[config.mk]
export PLATFORM = sky130hd
export DESIGN_NAME = dnn_csr_slave
export DESIGN_NICKNAME = d
export VERILOG_FILES = /design/src/rtl/dnn_pkg.sv /design/src/rtl/dnn_csr_slave.sv
export SDC_FILE = /design/constraint.sdc
export NUM_CORES = 1
export LEC_CHECK = 0
export ABC_AREA = 1
export ABC_CLOCK_PERIOD_IN_PS = 4100
export BUFFER_PORTS_ARGS = -buffer_cell sky130_fd_sc_hd__buf_4
export CELL_PAD_IN_SITES_DETAIL_PLACEMENT = 2
export CELL_PAD_IN_SITES_GLOBAL_PLACEMENT = 2
export CORE_ASPECT_RATIO = 1.4
export CORE_UTILIZATION = 30
export CTS_BUF_LIST = sky130_fd_sc_hd__clkbuf_4
export DETAILED_ROUTE_END_ITERATION = 10
export PLACE_DENSITY_LB_ADDON = 0.1
export SETUP_SLACK_MARGIN = 0.4
export SYNTH_ARGS = -nofsm -noshare
export SYNTH_HDL_FRONTEND = slang
export SYNTH_SLANG_ARGS = --single-unit
export TNS_END_PERCENT = 10
[constraint.sdc]
create_clock -name clk -period 4.1 [get_ports clk]
set_clock_uncertainty 0.05 [all_clocks]
set_input_delay 0.205 -clock clk [delete_from_list [all_inputs] [get_ports clk]]
set_output_delay 0.205 -clock clk [all_outputs]
set_load 0.02 [all_outputs]
[src/rtl/dnn_pkg.sv]
// ============================================================================
// Module   : dnn_pkg
// Brief    : Shared CSR word offsets and control FSM state encoding for the
//            dnn_csr_slave / dnn_master pair.
// Revision : 1.0  initial release
// ============================================================================
`default_nettype none

package dnn_pkg;

  localparam int unsigned CTRL      = 0;
  localparam int unsigned BIAS      = 1;
  localparam int unsigned WEIGHT    = 2;
  localparam int unsigned ACTIV     = 3;
  localparam int unsigned OUT_ACTIV = 4;
  localparam int unsigned LEN       = 5;
  localparam int unsigned RELU      = 6;
  localparam int unsigned DONECNT   = 7;
  localparam int unsigned STATUS    = 8;

  typedef enum logic [1:0] {
    IDLE   = 2'd0,
    LAUNCH = 2'd1,
    RUN    = 2'd2,
    DONE   = 2'd3
  } csr_state_t;

endpackage

`default_nettype wire

[src/rtl/dnn_csr_slave.sv]
// ============================================================================
// Module   : dnn_csr_slave
// Brief    : Avalon-MM register file that parameterises and launches one
//            dnn_master layer per CTRL write; CTRL reads block until done.
// Revision : 1.0  initial release
// ============================================================================
`default_nettype none

module dnn_csr_slave
  import dnn_pkg::*;
#(
  parameter int ADDR_W   = 4,
  parameter int NUM_REGS = 9
) (
  input  logic              clk,
  input  logic              rst,
  input  logic [ADDR_W-1:0] slave_address,
  input  logic              slave_read,
  input  logic              slave_write,
  input  logic [31:0]       slave_writedata,
  output logic [31:0]       slave_readdata,
  output logic              slave_waitrequest,
  output logic [31:0]       bias_v_addr,
  output logic [31:0]       weight_m_addr,
  output logic [31:0]       activ_addr,
  output logic [31:0]       out_activ_addr,
  output logic [31:0]       activ_len,
  output logic [31:0]       relu,
  output logic              enable,
  input  logic              operating
);

  csr_state_t  r_state;
  logic        r_enable;
  logic [31:0] r_bias;
  logic [31:0] r_weight;
  logic [31:0] r_activ;
  logic [31:0] r_out_activ;
  logic [31:0] r_len;
  logic        r_relu;
  logic [31:0] r_done_count;

  logic        w_busy;
  logic        w_ctrl_sel;
  logic        w_in_map;
  logic        w_wait;
  logic        w_wr_ok;
  logic        w_rd_ok;
  logic [31:0] w_rdata;

  assign w_busy     = (r_state != IDLE);
  assign w_ctrl_sel = (slave_address == ADDR_W'(CTRL));
  assign w_in_map   = (32'(slave_address) < NUM_REGS);

  // Only CTRL accesses stall, and only until the FSM is back in IDLE.
  assign w_wait  = w_ctrl_sel && (slave_read || slave_write) && w_busy;
  assign w_wr_ok = slave_write && !w_wait && w_in_map;
  assign w_rd_ok = slave_read && !slave_write && !w_wait && w_in_map;

  always_ff @(posedge clk) begin
    if (rst) begin
      r_state      <= IDLE;
      r_enable     <= 1'b0;
      r_bias       <= '0;
      r_weight     <= '0;
      r_activ      <= '0;
      r_out_activ  <= '0;
      r_len        <= '0;
      r_relu       <= 1'b0;
      r_done_count <= '0;
    end else begin
      if (w_wr_ok) begin
        case (slave_address)
          ADDR_W'(BIAS):      r_bias      <= slave_writedata;
          ADDR_W'(WEIGHT):    r_weight    <= slave_writedata;
          ADDR_W'(ACTIV):     r_activ     <= slave_writedata;
          ADDR_W'(OUT_ACTIV): r_out_activ <= slave_writedata;
          ADDR_W'(LEN):       r_len       <= slave_writedata;
          ADDR_W'(RELU):      r_relu      <= slave_writedata[0];
          default: ;
        endcase
      end

      case (r_state)
        IDLE: begin
          if (w_wr_ok && w_ctrl_sel) begin
            r_state  <= LAUNCH;
            r_enable <= 1'b1;
          end
        end
        LAUNCH: begin
          if (operating) begin
            r_state  <= RUN;
            r_enable <= 1'b0;
          end
        end
        RUN: begin
          if (!operating) r_state <= DONE;
        end
        DONE: begin
          r_done_count <= r_done_count + 32'd1;
          r_state      <= IDLE;
        end
        default: r_state <= IDLE;
      endcase
    end
  end

  always_comb begin
    w_rdata = '0;
    if (w_rd_ok) begin
      case (slave_address)
        ADDR_W'(CTRL):      w_rdata = r_done_count;
        ADDR_W'(BIAS):      w_rdata = r_bias;
        ADDR_W'(WEIGHT):    w_rdata = r_weight;
        ADDR_W'(ACTIV):     w_rdata = r_activ;
        ADDR_W'(OUT_ACTIV): w_rdata = r_out_activ;
        ADDR_W'(LEN):       w_rdata = r_len;
        ADDR_W'(RELU):      w_rdata = {31'b0, r_relu};
        ADDR_W'(DONECNT):   w_rdata = r_done_count;
        ADDR_W'(STATUS):    w_rdata = {30'b0, operating, w_busy};
        default:            w_rdata = '0;
      endcase
    end
  end

  assign slave_readdata    = w_rdata;
  assign slave_waitrequest = w_wait;
  assign bias_v_addr       = r_bias;
  assign weight_m_addr     = r_weight;
  assign activ_addr        = r_activ;
  assign out_activ_addr    = r_out_activ;
  assign activ_len         = r_len;
  assign relu              = {31'b0, r_relu};
  assign enable            = r_enable;

endmodule

`default_nettype wire

* After elaboration in Yosys (flattened, before gate mapping)
Index checks and enable logic that the tools add are counted.
** Word-level totals
- Register bits :: 196
- Input bits :: 41
- Output and inout port bits :: 226
- Word-level logic and storage cells :: 58
** Cells by class
- Add/sub/neg operators :: 1
- $lt $le $gt $ge :: 1
- Equal/unequal tests :: 14
- Mux-type cells :: 9
- Reductions and logical operators :: 24
** Operators with widths (number)
- 32-bit one-hot mux with 8 select lines :: 1
- 32-bit by 1-bit adder with 32-bit output, second input constant :: 1
- 32-bit two-way mux :: 1
- 4-bit by 3-bit == test with 1-bit output, second input constant :: 4
- 2-bit AND reduction :: 6
- 4-bit by 2-bit == test with 1-bit output, second input constant :: 2
- 1-bit logical AND :: 8
- 2-bit one-hot mux with 4 select lines :: 1
- 2-bit two-way mux :: 3
- 2-bit inequality test, second input constant :: 3
- 3-bit AND reduction :: 2
- 2-bit == test, second input constant :: 2
- 4-bit by 1-bit == test with 1-bit output, second input constant :: 1
- 4-bit == test, second input constant :: 1
- 4-bit logical NOT :: 1
- 4-bit < comparator, second input constant :: 1
- 2-bit nonzero test :: 2
- 2-bit by 1-bit == test with 1-bit output, second input constant :: 1
- 1-bit logical NOT :: 2
- 2-bit logical NOT :: 1
- 1-bit two-way mux :: 2
- 1-bit one-hot mux with 2 select lines :: 1
- 2-bit OR reduction :: 1
- 1-bit logical OR :: 1

* Longest topological paths before layout
Gate-level depths: netlist (run 1).
- Word-level depth :: 9
- Mapped depth :: 10
- Mapped depth without buffers :: 10

* Worst setup path after synthesis (run 1)
OpenSTA, ideal clock, no wires.
- Path kind :: register -> output
- Start :: reg r_state[0]
- End :: out slave_readdata[11]
- Data arrival time :: 1538 ps
- Data required time :: 3845 ps
- Path slack :: 2307 ps
- Stages on the path, launching flop included :: 8
- Path buffers :: 1
- Cells stage by stage :: dfxtp_1 > inv_1 > ha_1 > inv_1 > nand3_2 > nand4_1 > clkbuf_1 > a31oi_1
** Between the ends
- Word-level cells in the longest chain between the ends :: 6
** RTL lines
- start: declaration :: RTL line dnn_csr_slave.sv:33 : csr_state_t r_state;
- start signal: assignment :: RTL line dnn_csr_slave.sv:62 : r_state <= IDLE;
- start signal: assignment :: RTL line dnn_csr_slave.sv:87 : r_state <= LAUNCH;
- start signal: assignment :: RTL line dnn_csr_slave.sv:93 : r_state <= RUN;
- 2-bit nonzero test :: RTL line dnn_csr_slave.sv:51 : assign w_busy = (r_state != IDLE);
- 1-bit logical AND :: RTL line dnn_csr_slave.sv:56 : assign w_wait = w_ctrl_sel && (slave_read || slave_write) && w_busy;
- 1-bit logical NOT :: RTL line dnn_csr_slave.sv:58 : assign w_rd_ok = slave_read && !slave_write && !w_wait && w_in_map;
- 1-bit logical AND (2 in a row) :: RTL line dnn_csr_slave.sv:58
- 32-bit two-way mux :: RTL line dnn_csr_slave.sv:111 : if (w_rd_ok) begin
- end: declaration :: RTL line dnn_csr_slave.sv:21 : output logic [31:0] slave_readdata,
No other way between the ends.

* Worst setup path after layout (run 1)
- Start :: in slave_address[0]
- End :: out slave_readdata[19]
** Between the ends
- Word-level cells in the longest chain between the ends :: 7
- Elaborated cells between the ends (all ways) :: 18
- Classes of those cells :: order compare (1); eq/ne (8); mux (2); reduce/logical (7)
** RTL lines
- start: declaration :: RTL line dnn_csr_slave.sv:17 : input logic [ADDR_W-1:0] slave_address,
- branches (longest 6 deep; another with 32-bit one-hot mux with 8 select lines)
- 32-bit two-way mux (*) :: RTL line dnn_csr_slave.sv:111
Mark *: on every way between the ends.

==> flow_summary.ini, run 1 <==
[route]
drtPass1Iterations = 5
via_count = 10800
post-route-drc-count = 0
drt-total-wl_mm = 41.8
viasPerCell = 4.85
dr.first_iter.drc_count = 325
antenna_left = 0
routedWlPerCell_microns = 18.8

[clock_network]
clock_latency_ns = 0.62
cts_resized = 0
cts-root-buf = clkbuf_4
clk_path_buf_depth = 2
hold_buffers = 36
cts_inserted_buffers = 17
postCtsSetupBuffers = 0
clk_pin_slew_ns = 0.17
cts.sinks = 196
cts_tree = yes
cts.htree.levels = 4

[finish]
n_fill_cell = 3951
num-nets-final = 1854
instances_no_fill = 2216
layout_common_cells = nand2_1 (538), nor2_1 (409), buf_4 (248)
layout_commonest_cell = nand2_1
drive_above_1_share_pct = 16.2
syn_to_final_growth_pct = 27.6

[worst_setup_path]
arrival_ns = 2.93
r2r_slack_ns = 1.62
rr_worst_depth = 10
rr_endpoint = activ_addr[28]
crit_fanout = 19
slowest_delay_ns = 0.69
crit_family = buffers and inverters
r2r-start = r_state[0]
crit_chain = dlygate4sd3_1 -> buf_4 -> inv_1 -> nor2_1 -> nand2_1 -> inv_1 -> buf_4 -> nand2_1 -> nand2_1 -> a21oi_1 -> a21oi_1 -> buf_4
path_buf_inv = 6
critPathLaunchType = input port
required_ns = 3.85
end_kind = output port
critPathKind = input port to output port
slowest_stage = inv_1

[worst_hold_path]
worstHoldStart = slave_address[1]
hp-class = input port to flip-flop
hold_end = r_relu
min_path_cells = 7

[synthesis]
synthMuxAreaShare_pct = 0
synth_xor_area_share_pct = 0.452
synth_compound_area_share_pct = 6.76
synthAdderAreaFrac_pct = 0.645
synth_cell_types = 29
ys_warn_count = 0
synth_top_family_by_area = simple AND/OR/NAND/NOR gates
synthesis.area_sq_um = 9690
synth-seq-area-share_pct = 40.5
synth.avg_cell_area_sq_um = 6.16
syn_inst = 1574
synthSimpleGateAreaFrac_pct = 41.3
ys_ff_latch = 196

[pwr]
clock_power_share_pct = 31.8
p_sw_share_pct = 29.9
leakagePower_nw = 5.66
p_comb_share_pct = 13.6
intPower_mw = 2.54
powerDensity_nw_per_um2 = 293
p_switching_mw = 1.08
vdd_drop_max_mv = 0.144
power_frac_seq_pct = 54.6

[status]
status = completed

[floorplan]
row_count = 77
core_sq_um = 31700
dieArea_sq_um = 33000
die_h_microns = 215
die_width_microns = 154
ioPinCount = 267
start_util_pct = 30.6

[sta]
rsz0062_at_grt = false
timing.slew.headroom_pct = 36.5
setup_viol = 0
hold_ws_ns = 0.0726
final.period_utilization_pct = 77.7
report.final.hold_viol_count = 0
fin_tns_setup_ns = 0
finalCriticalPeriod_ns = 3.19
finalMaxSlewViolations = 0
tightestPinTransition_ns = 0.952
timing.fmax_mhz = 314

[placement]
place_inst = 2148
dp_hpwl_mm = 29.6
io_buffers = 235
routabilityCongestion = 0.796

[grt]
grt_pass1_wl_mm = 65.1
overflow = 0
antenna_found_initial = 1
grt_pass1_vias = 11700
grt_max_degree = 116
grt_use_total_pct = 25.7

[flow_run]
maxCapViolCount = 0
-- metal layers --
layer | wire length [microns] | GRT usage, % | vias up
met3 | 2090 | 5.92 | 42
met5 | 0 | 0 | -
met2 | 22400 | 48.6 | 196
met4 | 814 | 7.73 | 0
li1 | - | - | 5210
met1 | 16500 | 27.9 | 5307
-- worst max path at each step --
stage | end | cells after the start | slack (ns) | from
global placement | slave_readdata[19] | 12 | 1.40 | slave_address[3]
floorplan | slave_readdata[11] | 7 | 2.31 | r_state[0]
CTS | slave_readdata[19] | 12 | 0.84 | slave_address[0]
detailed placement | slave_readdata[19] | 12 | 1.31 | slave_address[3]
finish | slave_readdata[19] | 12 | 0.91 | slave_address[0]
global route | slave_readdata[19] | 12 | 0.71 | slave_address[0]
-- through the flow --
step	worst slack, ns	total power [mW]	util (%)	instance area, sq um
finish	0.914	3.63	39.0	12400
detailed placement	1.31	2.48	36.9	11700
CTS	0.842	3.68	39.0	12400
global route	0.711	3.80	39.0	12400
floorplan	2.31	2.31	-	9810
global placement	1.40	2.47	36.9	11700
-- registers in the layout, summed over array words and instances (netlist names) --
register and flops:
out_activ_addr 32, activ_len 32, bias_v_addr 32, r_relu 1
weight_m_addr 32, r_state 2, activ_addr 32, enable 1
r_done_count 32
-- layout make-up --
class / instances / area, sq um / area share, %
clock buffer: 18 / 135 / 1.09
sequential: 196 / 3920 / 31.7
inverter: 120 / 455 / 3.68
tap: 395 / 494 / 4.00
timing repair buffer: 287 / 2280 / 18.5
clock inverter: 13 / 160 / 1.30
multi-input combinational: 1186 / 4910 / 39.7
antenna: 1 / 2.50 / 0.0202
-- cell usage after synthesis --
master | number | area, sq um
clkbuf_1 | 23 | 86.3
ha_1 | 5 | 62.6
nand3_1 | 26 | 130
xnor2_1 | 3 | 26.3
o21a_1 | 3 | 22.5
a31oi_1 | 12 | 75.1
nor3_1 | 11 | 55.1
nand3_2 | 1 | 10.0
inv_2 | 3 | 11.3
nand4_1 | 14 | 87.6
a21oi_1 | 65 | 325
nand3_4 | 1 | 17.5
buf_1 | 12 | 45.0
nor3_2 | 1 | 10.0
a211oi_1 | 1 | 7.51
inv_1 | 117 | 439
buf_2 | 35 | 175
and3_1 | 10 | 62.6
nor2_1 | 409 | 1540
o21ai_0 | 45 | 225
nand3b_1 | 2 | 15.0
buf_4 | 32 | 240
nand2_1 | 538 | 2020
or2_1 | 1 | 6.26
conb_1 | 1 | 3.75
xor2_1 | 2 | 17.5
nor2_4 | 4 | 45.0
nand4_2 | 1 | 12.5
dfxtp_1 | 196 | 3920
-- logic make-up after synthesis --
family | count (synthesis)
AND/OR/NAND/NOR | 1019
buffers and inverters | 222
flip-flops | 196
AO/OA/AOI/OAI | 126
XOR/XNOR | 5
adder cells (fa/ha/maj) | 5
other | 1
-- worst min-delay path: stages --
cell	delay, ns
buf_4	0.13
inv_1	0.06
nor2_1	0.06
nand2_1	0.06
nor2_1	0.06
nor2_1	0.09
nor2_1	0.06
-- power by group through the flow --
stage / registers (mW) / logic (mW) / clock network, mW
5_1_grt: 1.99 / 0.544 / 1.27
3_3_place_gp: 2.02 / 0.445 / 0
3_5_place_dp: 2.02 / 0.462 / 0
6_report: 1.98 / 0.493 / 1.15
2_1_floorplan: 2.05 / 0.266 / 0
4_1_cts: 1.98 / 0.497 / 1.20
No activity file was read; power rests on OpenSTA's default activity.
==> run 2, diff against run 1 <==
Settings changed: ABC_AREA 1 to 0, ABC_CLOCK_PERIOD_IN_PS 4100 to 3100, CORE_UTILIZATION 30 to 29.
Clock period 4.1 ns to 3.1 ns, I/O delays scaled along.
==> run 2 against run 1 <==
Compared with the run above:
- worst hold slack improved by 0.042 ns
- clock power rose by 31%
- cell area fell by 7.4%
- wire length fell by 7.2%
- worst setup slack got worse by 0.39 ns
- clock-buffer cell count up 1
- synthesized cell count down 28%
- area after synthesis shrank 11%
==> flow_summary.ini, run 2 <==
[placement]
routabilityCongestion = 0.790
dp_hpwl_mm = 26.3
io_buffers = 235
dpl_cell_area_sq_um = 10700
place_inst = 1674

[clock_network]
cts-root-buf = clkbuf_4
clk_path_buf_depth = 2
clk_pin_slew_ns = 0.16
cts_inserted_buffers = 17
cts.sinks = 196
cts_tree = yes
cts.htree.levels = 4
clock_latency_ns = 0.62

[sta]
finalCriticalPeriod_ns = 2.58
timing.fmax_mhz = 388
report.final.hold_viol_count = 0
rsz0062_at_grt = false
setup_viol = 0
final.period_utilization_pct = 83.2
hold_ws_ns = 0.114
tightestPinTransition_ns = 0.981
timing.slew.headroom_pct = 34.4
finalMaxSlewViolations = 0
fin_tns_setup_ns = 0

[floorplan]
core_sq_um = 29300
row_count = 74
die_width_microns = 148
ioPinCount = 267
dieArea_sq_um = 30600
die_h_microns = 206
start_util_pct = 29.6

[route]
drt-total-wl_mm = 38.7
antenna_left = 0
dr.first_iter.drc_count = 466
post-route-drc-count = 0
routedWlPerCell_microns = 22.2
drtPass1Iterations = 5
via_count = 9294
viasPerCell = 5.33

[synthesis]
ys.flop_type = dfxtp_1
yosys-top-cells-count = nand2_1 (366), dfxtp_1 (196), a21oi_1 (180)
ys_ff_latch = 196
synth-seq-area-share_pct = 45.3
synth_edf_count = 0
ys_warn_count = 0
syn_inst = 1126
yosys.area.top_type = dfxtp_1
synth.avg_cell_area_sq_um = 7.69
synth_top_area_share_pct = 45.3
synthesis.area_sq_um = 8660
synth_cell_types = 50
yosysMostFrequentCell = nand2_1
synthArstFlopShare_pct = 0
yosys-top-cells-area = dfxtp_1 (45%), nand2_1 (16%), a21oi_1 (10%), a222oi_1 (3.5%), clkbuf_1 (3.4%)

[worst_setup_path]
r2r_slack_ns = 0.64
critPathLaunchType = flip-flop
critPathKind = flip-flop to output port
crit_fanout = 5
arrival_ns = 2.37
end_kind = output port
required_ns = 2.89

[grt]
grt_pass1_wl_mm = 58.5
grt_pass1_vias = 9725
grt_max_degree = 85
antenna_found_initial = 1
grt_use_total_pct = 25.5
overflow = 0

[finish]
num-nets-final = 1397
finish.instance_area_sq_um = 11500
instances_no_fill = 1745
seq_area_sq_um = 3930
syn_to_final_growth_pct = 32.2
multiInputGateArea_sq_um = 4380
layout_commonest_cell = nand2_1
utilization_pct = 39.1
layout_common_cells = nand2_1 (365), buf_4 (253), dfxtp_1 (195)
n_fill_cell = 3472
drive_above_1_share_pct = 23.8

[pwr]
vdd_drop_max_mv = 0.191
power_frac_seq_pct = 55.5
clock_power_share_pct = 32.3
leakagePower_nw = 4.17
intPower_mw = 3.34
p_sw_share_pct = 28.8
p_comb_share_pct = 12.3
powerDensity_nw_per_um2 = 410
p_switching_mw = 1.35

[status]
status = completed

[flow_run]
maxCapViolCount = 0

[worst_hold_path]
hp-class = input port to flip-flop
run 2: cell types whose count changed after synthesis, moves of 30 or more:
cell	change
clkbuf_1	+56
a21oi_1	+115
nor2_1	-382
inv_1	-110
buf_2	-30
a222oi_1	+30
a22oi_1	+30
nand2_1	-172
o21ai_0	-35
run 2: final timing paths:
check	start	endpoint	cells after the start
setup / recovery	r_state[0]	slave_readdata[0]	7
setup reg to reg	r_state[0]	r_done_count[24]	5
hold reg to reg	weight_m_addr[23]	weight_m_addr[23]	2
hold / removal	slave_write	r_relu	5
run 2: cell type report:
cell class | instances | area share [%]
Inverter | 7 | 0.229
Multi-Input combinational cell | 836 | 38.3
Clock inverter | 13 | 1.38
Clock buffer | 19 | 1.25
Antenna cell | 1 | 0.0218
Sequential cell | 196 | 34.3
Tap cell | 380 | 4.15
Timing Repair Buffer | 293 | 20.5
run 2: cell families after synthesis:
family	Yosys count	share of synthesized area [%]
AOI/OAI and AO/OA	299	20.9
xor gates and xnor gates	11	1.11
adders and majority gates	5	0.722
buffers and inverters	125	7.05
DFF	196	45.3
muxes	9	1.13
other	1	0.0433
and+or+nand+nor	480	23.7
run 2: critical path, cell delays in order (launching register included):
cell and delay (ns):
dfxtp_2 0.38, inv_2 0.09, ha_4 0.17, nor2_1 0.11, a221o_4 0.44, or2_2 0.28
o22ai_1 0.14, buf_4 0.17
run 2: what timing repair did:
item | CTS | global route
buffers inserted | 3 | 0
pin swaps | 1 | 1
hold buffers | 34 | 0
setup endpoints to repair | 32 | 24
cloned | 1 | 0
resized for setup | 6 | 2
hold endpoints to repair | 184 | 0
run 2: power by group through the flow:
| stage | Combinational (mW) | Sequential (mW) | Clock [mW] |
|---|---|---|---|
| global placement | 0.499 | 2.65 | 0 |
| floorplan | 0.270 | 2.68 | 0 |
| global route | 0.616 | 2.61 | 1.67 |
| detailed placement | 0.507 | 2.65 | 0 |
| finish | 0.576 | 2.60 | 1.51 |
| CTS | 0.575 | 2.60 | 1.57 |
run 2: through the flow:
stage	power (mW)	setup slack, ns
floorplan	2.95	0.986
global placement	3.15	0.697
detailed placement	3.16	0.645
CTS	4.75	0.397
global route	4.90	0.410
finish	4.69	0.522
run 2: layer usage:
metal	vias up	GRT usage [%]	wire length, microns
met5	-	0	0
met4	0	8.54	898
met3	42	4.46	1760
met2	252	48.3	20500
met1	4700	28.4	15600
li1	4300	-	-
==> run 3, diff against run 2 <==
Settings changed: ABC_AREA 0 to 1, ABC_CLOCK_PERIOD_IN_PS 3100 to 2100, CORE_UTILIZATION 29 to 25.
Clock period 3.1 ns to 2.1 ns, I/O delays scaled along.
==> run 3 against run 2 <==
Compared with the run above:
- the flow now finishes with violations (negative setup slack)
- combinational power increased by 140%
- highest routed layer unchanged
- clock-buffer cell count increased by 1
- worst hold slack improved by 0.0046 ns
- total power increased by 62%
- largest cell class unchanged
- flip-flop and latch count unchanged
- via count increased by 18%
==> flow_summary.ini, run 3 (same netlist as run 1, synthesis figures left out) <==
[status]
status = complete, but fails checks
violations = negative setup slack

[sta]
fin_ws_ns = -0.155
report.final.hold_viol_count = 0
fin_tns_setup_ns = -3.91
finalMaxSlewViolations = 0
timing.fmax_mhz = 444
setup_viol = 32
finalCriticalPeriod_ns = 2.25
final.period_utilization_pct = 107
rsz0062_at_grt = true

[clock_network]
clock_latency_ns = 0.64
cts-root-buf = clkbuf_4
cts.sinks = 196
cts_inserted_buffers = 17
cts_tree = yes
cts.htree.levels = 4
clk_pin_slew_ns = 0.17
clk_path_buf_depth = 2

[worst_hold_path]
min_path_cells = 6
hp-class = input port to flip-flop

[floorplan]
row_count = 85
die_h_microns = 235
die_width_microns = 168
ioPinCount = 267
start_util_pct = 25.3
core_sq_um = 38300
dieArea_sq_um = 39600

[grt]
antenna_found_initial = 1
grt_use_total_pct = 22.6
grt_pass1_vias = 11700
grt_max_degree = 49
grt_pass1_wl_mm = 67.7
overflow = 0

[worst_setup_path]
endpoint = slave_readdata[28]
arrival_ns = 2.10
r2r-start = r_state[1]
rr_worst_depth = 12
critPathKind = flip-flop to output port
required_ns = 1.95
r2r_slack_ns = 0.05
end_kind = output port
critPathLaunch = r_state[1]
critPathLaunchType = flip-flop
rr_endpoint = bias_v_addr[15]
crit_fanout = 7

[flow_run]
maxCapViolCount = 0

[finish]
num-nets-final = 1895
layout_common_cells = nor2_1 (375), nand2_1 (310), buf_4 (239)
instances_no_fill = 2339
drive_above_1_share_pct = 35.3
syn_to_final_growth_pct = 51.3
layout_commonest_cell = nor2_1
finish.instance_area_sq_um = 14700
utilization_pct = 38.3

[pwr]
finalPower_mw = 7.61
vdd_drop_max_mv = 0.241
powerDensity_nw_per_um2 = 519
leakagePower_nw = 6.64

[placement]
dpl_cell_area_sq_um = 12200
place_inst = 2259
io_buffers = 235
routabilityCongestion = 0.791
dp_hpwl_mm = 31.6

[route]
drt-total-wl_mm = 44.7
post-route-drc-count = 0
antenna_left = 0
dr.first_iter.drc_count = 310
viasPerCell = 4.68
drtPass1Iterations = 6
routedWlPerCell_microns = 19.1
via_count = 10900
run 3: metrics by stage:
| step | setup slack (ns) | hold WS, ns |
|---|---|---|
| after global placement | 0.150 | 0.289 |
| after floorplan | 0.407 | 0.190 |
| after CTS | -0.208 | 0.0492 |
| after detailed placement | 0.140 | 0.299 |
| after global routing | -0.290 | 0.106 |
| final | -0.155 | 0.119 |
run 3: worst max-delay path: stages (launching register included):
cell,delay (ns)
dfxtp_2,0.36
inv_2,0.08
ha_4,0.15
inv_4,0.04
nand3_4,0.05
nand4_1,0.10
buf_6,0.18
buf_12,0.16
a31oi_4,0.17
buf_6,0.15
run 3: report_power, final:
group | total, mW | internal [mW] | switching (mW) | leakage [nW]
logic | 1.37 | 0.549 | 0.820 | 4.89
registers | 3.86 | 3.80 | 0.0618 | 1.59
clock network | 2.38 | 0.968 | 1.41 | 0.163
run 3: repair_timing:
item                                    4_1_cts  5_1_grt
endpoints found under the setup margin      198      182
hold buffers                                 37        0
resized for setup                           116      367
pin swaps                                     8      126
setup buffers                                 7        3
gates cloned                                  1        1
endpoints found under the hold margin       176        0
run 3: worst min path at each step:
stage,start,to
4_1_cts,slave_address[1],bias_v_addr[0]
3_5_place_dp,slave_writedata[31],out_activ_addr[31]
6_report,slave_address[1],enable
3_3_place_gp,slave_writedata[23],out_activ_addr[23]
5_1_grt,slave_address[1],enable
2_1_floorplan,slave_writedata[0],out_activ_addr[0]
run 3: area by class of cell:
class | count | area (sq um)
Timing Repair Buffer | 328 | 2980
Clock inverter | 10 | 158
Inverter | 120 | 460
Sequential cell | 196 | 3940
Fill cell | 4569 | 23600
Clock buffer | 20 | 150
Antenna cell | 1 | 2.50
Tap cell | 478 | 598
Multi-Input combinational cell | 1186 | 6370
run 3: layer usage:
| layer | global-route usage (%) | part of all wire (%) | up-vias |
|---|---|---|---|
| met5 | 0 | 0 | - |
| met4 | 7.36 | 2.8 | 0 |
| met3 | 3.92 | 3.8 | 59 |
| met2 | 42.1 | 52 | 202 |
| met1 | 25.7 | 41 | 5405 |
| li1 | - | - | 5282 |
